==> src/rtl/gpu_pkg.sv <==
// gpu_pkg: shared definitions for the GPUREAD path.
//   - GP1(10h) "get GPU info" index constants
//   - rd_state_t: VRAM-to-CPU transfer state encoding
//   - transfer word-count limits and the count-load helper
package gpu_pkg;

  // GP1(10h) info indices that produce a new latch value
  localparam logic [3:0] INFO_TEXWIN = 4'd2;
  localparam logic [3:0] INFO_DRAWTL = 4'd3;
  localparam logic [3:0] INFO_DRAWBR = 4'd4;
  localparam logic [3:0] INFO_OFFSET = 4'd5;
  localparam logic [3:0] INFO_TYPE   = 4'd7;
  localparam logic [3:0] INFO_ZERO   = 4'd8;

  // A full-VRAM transfer is 1024x512 halfwords = 262144 words, which needs
  // 19 bits of count (one more than the 18 bits that a 0 encoding fits).
  localparam int unsigned XFER_MAX_WORDS = 262144;
  localparam int          XFER_CNT_W     = 19;

  typedef enum logic [1:0] {
    IDLE = 2'd0,  // no transfer
    WAIT = 2'd1,  // waiting for the next word from the VRAM engine
    HOLD = 2'd2   // a word sits in GPUREAD until the CPU reads it
  } rd_state_t;

  // A requested word count of 0 stands for the maximum transfer size.
  function automatic logic [XFER_CNT_W-1:0] xfer_load(input logic [XFER_CNT_W-1:0] words);
    return (words == '0) ? XFER_CNT_W'(XFER_MAX_WORDS) : words;
  endfunction

endpackage

==> src/rtl/gpu_info_format.sv <==
// gpu_info_format: combinational formatter for GP1(10h) "get GPU info".
// Ports:
//   i_infoIndex        raw GP1 parameter bits [3:0]
//   i_offsetX/Y        11-bit signed drawing offset
//   i_texWin*          5-bit texture window mask/offset
//   i_drawX0..Y1       10-bit draw area corners
//   o_infoWord         formatted 32-bit word (unused bits zero)
//   o_infoValid        index produces a new GPUREAD value
module gpu_info_format
  import gpu_pkg::*;
#(
  parameter int NEW_GPU  = 0,
  parameter int GPU_TYPE = 2
) (
  input  logic [3:0]  i_infoIndex,
  input  logic [10:0] i_offsetX,
  input  logic [10:0] i_offsetY,
  input  logic [4:0]  i_texWinMaskX,
  input  logic [4:0]  i_texWinMaskY,
  input  logic [4:0]  i_texWinOffX,
  input  logic [4:0]  i_texWinOffY,
  input  logic [9:0]  i_drawX0,
  input  logic [9:0]  i_drawY0,
  input  logic [9:0]  i_drawX1,
  input  logic [9:0]  i_drawY1,
  output logic [31:0] o_infoWord,
  output logic        o_infoValid
);

  logic [3:0] eff_idx;

  // The old GPU decodes only three parameter bits, so 8..15 alias 0..7.
  assign eff_idx = (NEW_GPU != 0) ? i_infoIndex : {1'b0, i_infoIndex[2:0]};

  // Old GPU draw-area Y is 9 bits; bit 9 is simply not reported.
  function automatic logic [31:0] draw_corner(input logic [9:0] x, input logic [9:0] y);
    if (NEW_GPU != 0) begin
      return {12'b0, y, x};
    end
    return {13'b0, y[8:0], x};
  endfunction

  always_comb begin
    o_infoWord  = '0;
    o_infoValid = 1'b0;
    case (eff_idx)
      INFO_TEXWIN: begin
        o_infoWord  = {12'b0, i_texWinOffY, i_texWinOffX, i_texWinMaskY, i_texWinMaskX};
        o_infoValid = 1'b1;
      end
      INFO_DRAWTL: begin
        o_infoWord  = draw_corner(i_drawX0, i_drawY0);
        o_infoValid = 1'b1;
      end
      INFO_DRAWBR: begin
        o_infoWord  = draw_corner(i_drawX1, i_drawY1);
        o_infoValid = 1'b1;
      end
      INFO_OFFSET: begin
        o_infoWord  = {10'b0, i_offsetY, i_offsetX};
        o_infoValid = 1'b1;
      end
      INFO_TYPE: begin
        o_infoWord  = 32'(GPU_TYPE);
        o_infoValid = 1'b1;
      end
      INFO_ZERO: begin
        o_infoWord  = '0;
        o_infoValid = 1'b1;
      end
      default: begin
        o_infoWord  = '0;
        o_infoValid = 1'b0;
      end
    endcase
  end

endmodule

==> src/rtl/gpu_read_responder.sv <==
// gpu_read_responder: owns the GPUREAD latch.
//   - GP1(10h) info requests load a formatted draw-state word (1-cycle latency)
//   - C0h VRAM-to-CPU transfers stream words from the VRAM engine to the CPU,
//     one word held in GPUREAD at a time
// Ports:
//   i_clk, i_nrst        clock, asynchronous active-low reset
//   i_infoReq/Index      GP1(10h) request pulse and parameter
//   i_offset*, i_texWin*, i_draw*   GP0 draw-state register values
//   i_xferStart/Words    C0h start pulse and word count (0 = 262144)
//   i_xferAbort          GP1(00h/01h) transfer reset pulse
//   i_vramWord/Valid, o_vramReady   VRAM engine handshake
//   i_cpuRead            CPU read strobe of GPUREAD
//   o_gpuRead            GPUREAD latch
//   o_readReady          GPUSTAT bit 27 (word waiting for the CPU)
//   o_xferBusy           transfer in progress
module gpu_read_responder
  import gpu_pkg::*;
#(
  parameter int NEW_GPU  = 0,
  parameter int GPU_TYPE = 2
) (
  input  logic        i_clk,
  input  logic        i_nrst,
  input  logic        i_infoReq,
  input  logic [3:0]  i_infoIndex,
  input  logic [10:0] i_offsetX,
  input  logic [10:0] i_offsetY,
  input  logic [4:0]  i_texWinMaskX,
  input  logic [4:0]  i_texWinMaskY,
  input  logic [4:0]  i_texWinOffX,
  input  logic [4:0]  i_texWinOffY,
  input  logic [9:0]  i_drawX0,
  input  logic [9:0]  i_drawY0,
  input  logic [9:0]  i_drawX1,
  input  logic [9:0]  i_drawY1,
  input  logic        i_xferStart,
  input  logic [18:0] i_xferWords,
  input  logic        i_xferAbort,
  input  logic [31:0] i_vramWord,
  input  logic        i_vramValid,
  output logic        o_vramReady,
  input  logic        i_cpuRead,
  output logic [31:0] o_gpuRead,
  output logic        o_readReady,
  output logic        o_xferBusy
);

  rd_state_t             state_q, state_d;
  logic [XFER_CNT_W-1:0] count_q, count_d;
  logic [31:0]           latch_q, latch_d;

  logic [31:0] info_word;
  logic        info_valid;
  logic        info_hit;
  logic        vram_accept;
  logic        word_consumed;

  gpu_info_format #(
    .NEW_GPU  (NEW_GPU),
    .GPU_TYPE (GPU_TYPE)
  ) u_info_format (
    .i_infoIndex   (i_infoIndex),
    .i_offsetX     (i_offsetX),
    .i_offsetY     (i_offsetY),
    .i_texWinMaskX (i_texWinMaskX),
    .i_texWinMaskY (i_texWinMaskY),
    .i_texWinOffX  (i_texWinOffX),
    .i_texWinOffY  (i_texWinOffY),
    .i_drawX0      (i_drawX0),
    .i_drawY0      (i_drawY0),
    .i_drawX1      (i_drawX1),
    .i_drawY1      (i_drawY1),
    .o_infoWord    (info_word),
    .o_infoValid   (info_valid)
  );

  // Only indices that actually rewrite the latch count as an info hit;
  // the others leave GPUREAD (and thus any held VRAM word) untouched.
  assign info_hit      = i_infoReq & info_valid;
  assign vram_accept   = (state_q == WAIT) & i_vramValid;
  // An info word overwriting a held VRAM word destroys it, so it retires
  // that word exactly like a CPU read; both together still retire one.
  assign word_consumed = (state_q == HOLD) & (i_cpuRead | info_hit);

  always_comb begin
    state_d = state_q;
    count_d = count_q;
    latch_d = latch_q;

    if (i_xferAbort) begin
      // Abort wins over everything, including a same-cycle info request.
      state_d = IDLE;
      count_d = '0;
    end else begin
      if (i_xferStart) begin
        state_d = WAIT;
        count_d = xfer_load(i_xferWords);
      end else begin
        case (state_q)
          WAIT: begin
            if (vram_accept) begin
              state_d = HOLD;
              latch_d = i_vramWord;
            end
          end
          HOLD: begin
            if (word_consumed) begin
              // count is never 0 in HOLD; the guard keeps it from wrapping
              if (count_q != '0) begin
                count_d = count_q - 1'b1;
              end
              state_d = (count_q <= 19'd1) ? IDLE : WAIT;
            end
          end
          default: begin
            state_d = state_q;
          end
        endcase
      end

      // Info word has last say on the latch, even over an accepted VRAM word.
      if (info_hit) begin
        latch_d = info_word;
      end
    end
  end

  always_ff @(posedge i_clk or negedge i_nrst) begin
    if (!i_nrst) begin
      state_q <= IDLE;
      count_q <= '0;
      latch_q <= '0;
    end else begin
      state_q <= state_d;
      count_q <= count_d;
      latch_q <= latch_d;
    end
  end

  assign o_vramReady = (state_q == WAIT);
  assign o_readReady = (state_q == HOLD);
  assign o_xferBusy  = (state_q != IDLE);
  assign o_gpuRead   = latch_q;

endmodule

==> config.mk <==
export PLATFORM = sky130hd
export DESIGN_NAME = gpu_read_responder
export DESIGN_NICKNAME = d
export VERILOG_FILES = /design/src/rtl/gpu_pkg.sv /design/src/rtl/gpu_info_format.sv /design/src/rtl/gpu_read_responder.sv
export SDC_FILE = /design/constraint.sdc
export NUM_CORES = 1
export LEC_CHECK = 0
export BUFFER_PORTS_ARGS = -buffer_cell sky130_fd_sc_hd__buf_2
export CAP_MARGIN = 20
export CORE_ASPECT_RATIO = 1.75
export CORE_MARGIN = 2
export CORE_UTILIZATION = 40
export CTS_BUF_LIST = sky130_fd_sc_hd__clkbuf_8
export CTS_CLUSTER_DIAMETER = 60
export DETAILED_ROUTE_END_ITERATION = 8
export PLACE_DENSITY = 0.73
export SLEW_MARGIN = 20
export SYNTH_ARGS = -nofsm -noshare
export SYNTH_HDL_FRONTEND = slang
export SYNTH_HIERARCHICAL = 1
export SYNTH_SLANG_ARGS = --single-unit
==> constraint.sdc <==
create_clock -name i_clk -period 2.09 [get_ports i_clk]
set_input_delay 0.209 -clock i_clk [delete_from_list [all_inputs] [get_ports i_clk]]
set_output_delay 0.209 -clock i_clk [all_outputs]
set_load 0.05 [all_outputs]
==> reports/results.ini <==
[outcome]
status=finished, final reports clean

[logic_synthesis]
synth.yosys.seq_area_share_pct=35.5
ys_types=63
synth_top_cell_by_area=dfrtp_1
yosys-top-cells-area=dfrtp_1 (35%), mux2i_1 (9.1%), a21oi_1 (5.6%)
async_flop_share_pct=100
synthAdderAreaFrac_pct=1.67
yosys.area.top_type_share_pct=35.5
synth-compound-area-share_pct=25.9
synth_edf_count=0
yosys_warnings=6
yosys_register_bits=53
synthFlopType=dfrtp_1
post_synth_and_or_nand_nor_area_fraction_pct=16.7
synthMuxAreaShare_pct=9.10
synth_area_um2=3740
synthCells=407
synth-xor-area-share_pct=2.81
synth_area_per_cell_um2=9.19
synth_top_family_by_area=compound AO/OA/AOI/OAI gates

[sta]
rsz0062_at_grt=false
worstMarginPinSlew_ps=780
fin_hold_ws_ps=144
setup_tns_ps=0
slew_headroom_pct=48.0
final_hold_viol_count=0
fin_crit_ps=1920
fin_crit_sh_pct=92.0
finalSetupViolations=0
finClkSkew_ps=6.91
clock.fmax_mhz=520
drv_slew=0

[flow_run]
maxCapViolations=0

[cells_and_area]
multi_input_area_um2=2160
fill_cells=881
seqCellArea_um2=1330
diodes=0
drive_above_1_share_pct=40.7
area_growth_pct=31.1
nNetsFinal=738

[cts]
clockRootBuffer=clkbuf_8
cts_setup_buffers=0
h-tree-depth=2
cts_tree=yes
clock_latency_ps=310
clock-sinks=53
cts_buffers=5
clk_pin_slew_worst_paths_ps=90
cts.repair.resized=0
clock_path_buffers=2
cts_hold_buf=1

[worst_setup_path]
start_kind=register
cp-end-kind=register
crit-reg2reg-launch=count_q[0]
critPathKind=reg -> reg
cp.required_ps=2270
rr_endpoint=count_q[1]
path_max_fanout=10
r2r_slack_ps=170
critical_path_arrival_ps=2100
crit_end=count_q[1]
rr_worst_depth=6
cp-startpoint=count_q[0]

[power]
leakage_nw=2.35
seqPwrFrac_pct=37.3
intPower_mw=2.01
sw_frac_of_total_pct=42.3
total_power_mw=3.49
ir_worst_vdd_v=0.000404
pwr_density_cell_nw_per_um2=712
pwr-share-clk_pct=20.2
p_sw_mw=1.47
pwr-share-comb_pct=42.5

[floorplan]
dieWidth_um=77.1
coreArea_um2=9090
chipHeight_um=132
dieArea_um2=10200
start_util_pct=41.1
io_pins=179
fp-row-count=46

[grt]
grtUsageTotal_pct=23.1
overflow=0
grt_pass1_wl_um=18900
met3_usage_pct=2.47
antenna_found_initial=0
met1_usage_pct=23.9
top_usage_layer=met2
met2_usage_pct=44.1
grt_max_degree=65
grt_pass1_vias=3966

[route]
wl_per_cell_um=16.6
wirelength_um=11800
via_per_inst=5.42
detail-route-antenna-nets=0
drt_iter0_drc=191
first_pass_iters=4
vias=3848
remaining_drc_errors=0

[hold_path]
hp-class=in -> reg
holdPathStages=3

[placed_design]
gp_congestion=0.952
place_hpwl_um=9370
io_buffers=175

placed cells by master, fill, tap and decap left out, types with 11 or more instances in the layout:
cell / netlist / layout
buf_4: 12 / 26
o21ai_1: 17 / 17
a22oi_1: 24 / 24
o21ai_0: 11 / 11
a21oi_1: 42 / 41
nor2_1: 52 / 52
buf_2: 4 / 175
dfrtp_1: 53 / 53
mux2i_1: 34 / 34
inv_1: 10 / 11
logic make-up (layout without fill, tap and decap cells):
logic type / after synthesis / in the layout
buffers and inverters: 48 / 222
multiplexers: 34 / 34
flip-flops: 53 / 53
other: 1 / 10
adder cells (fa/ha/maj): 5 / 5
AND/OR/NAND/NOR: 113 / 113
AO/OA/AOI/OAI: 141 / 141
XOR/XNOR: 12 / 12
worst max-delay path, stage by stage (launching register included):
cell and delay [ps]:
dfrtp_1 430, inv_1 70, ha_1 210, and3_1 320, a21oi_2 320, nor3_1 70
a2111oi_0 380
metal layers:
| metal | routed length (um) | part of all wire [%] | vias up |
|---|---|---|---|
| met2 | 6460 | 55 | 190 |
| met5 | 0 | 0 | - |
| met4 | 402 | 3.4 | 0 |
| li1 | - | - | 1852 |
| met1 | 4290 | 36 | 1781 |
| met3 | 619 | 5.3 | 25 |
per-stage QoR:
stage	util, %	cell area, um2	std cells	worst slack (ps)
global placement	52.6	4780	701	86.2
finish	53.9	4900	710	166
floorplan	-	3780	416	32.7
global route	53.9	4900	710	22.2
CTS	53.9	4900	710	141
detailed placement	52.6	4780	701	-10.6
worst min-delay path by stage:
stage | startpoint | to | slack (ps)
after floorplan | i_nrst | count_q[0] | -90
after global placement | i_nrst | state_q[1] | 320
after detailed placement | i_nrst | state_q[1] | 340
after CTS | i_xferWords[14] | count_q[14] | 130
after global routing | i_xferWords[14] | count_q[14] | 140
final | i_xferWords[4] | count_q[4] | 140
sequential cells by signal, indices dropped and copies added, names as in the netlist:
name and cells:
count_q 19, o_gpuRead 32, state_q 2
cells in the mapped netlist (5+ instances only):
cell type,count
xnor2_1,10
o21ai_0,11
a22oi_2,10
a211oi_1,10
dfrtp_1,53
clkbuf_1,11
nand2_1,11
nor2_1,52
nand4_1,5
a22oi_1,24
mux2i_1,34
ha_1,5
buf_4,12
inv_1,10
a21oi_1,42
o21ai_1,17
buf_6,6
nor4_1,9
final cells by class:
class                   count  area share, %
clock buffers               5           1.40
clock inverters             3          0.868
inverters                  10          0.766
multi-input cells         315           44.0
flip-flops and latches     53           27.0
well taps                 120           3.06
repair buffers            204           22.9
power groups by stage:
stage / clock network (mW) / registers [mW] / logic [mW]
finish: 0.705 / 1.30 / 1.48
global route: 0.772 / 1.33 / 1.58
CTS: 0.739 / 1.30 / 1.49
detailed placement: 0 / 1.32 / 1.48
global placement: 0 / 1.32 / 1.45
floorplan: 0 / 1.81 / 0.513
Note: power is estimated with default switching activity, not from simulation.
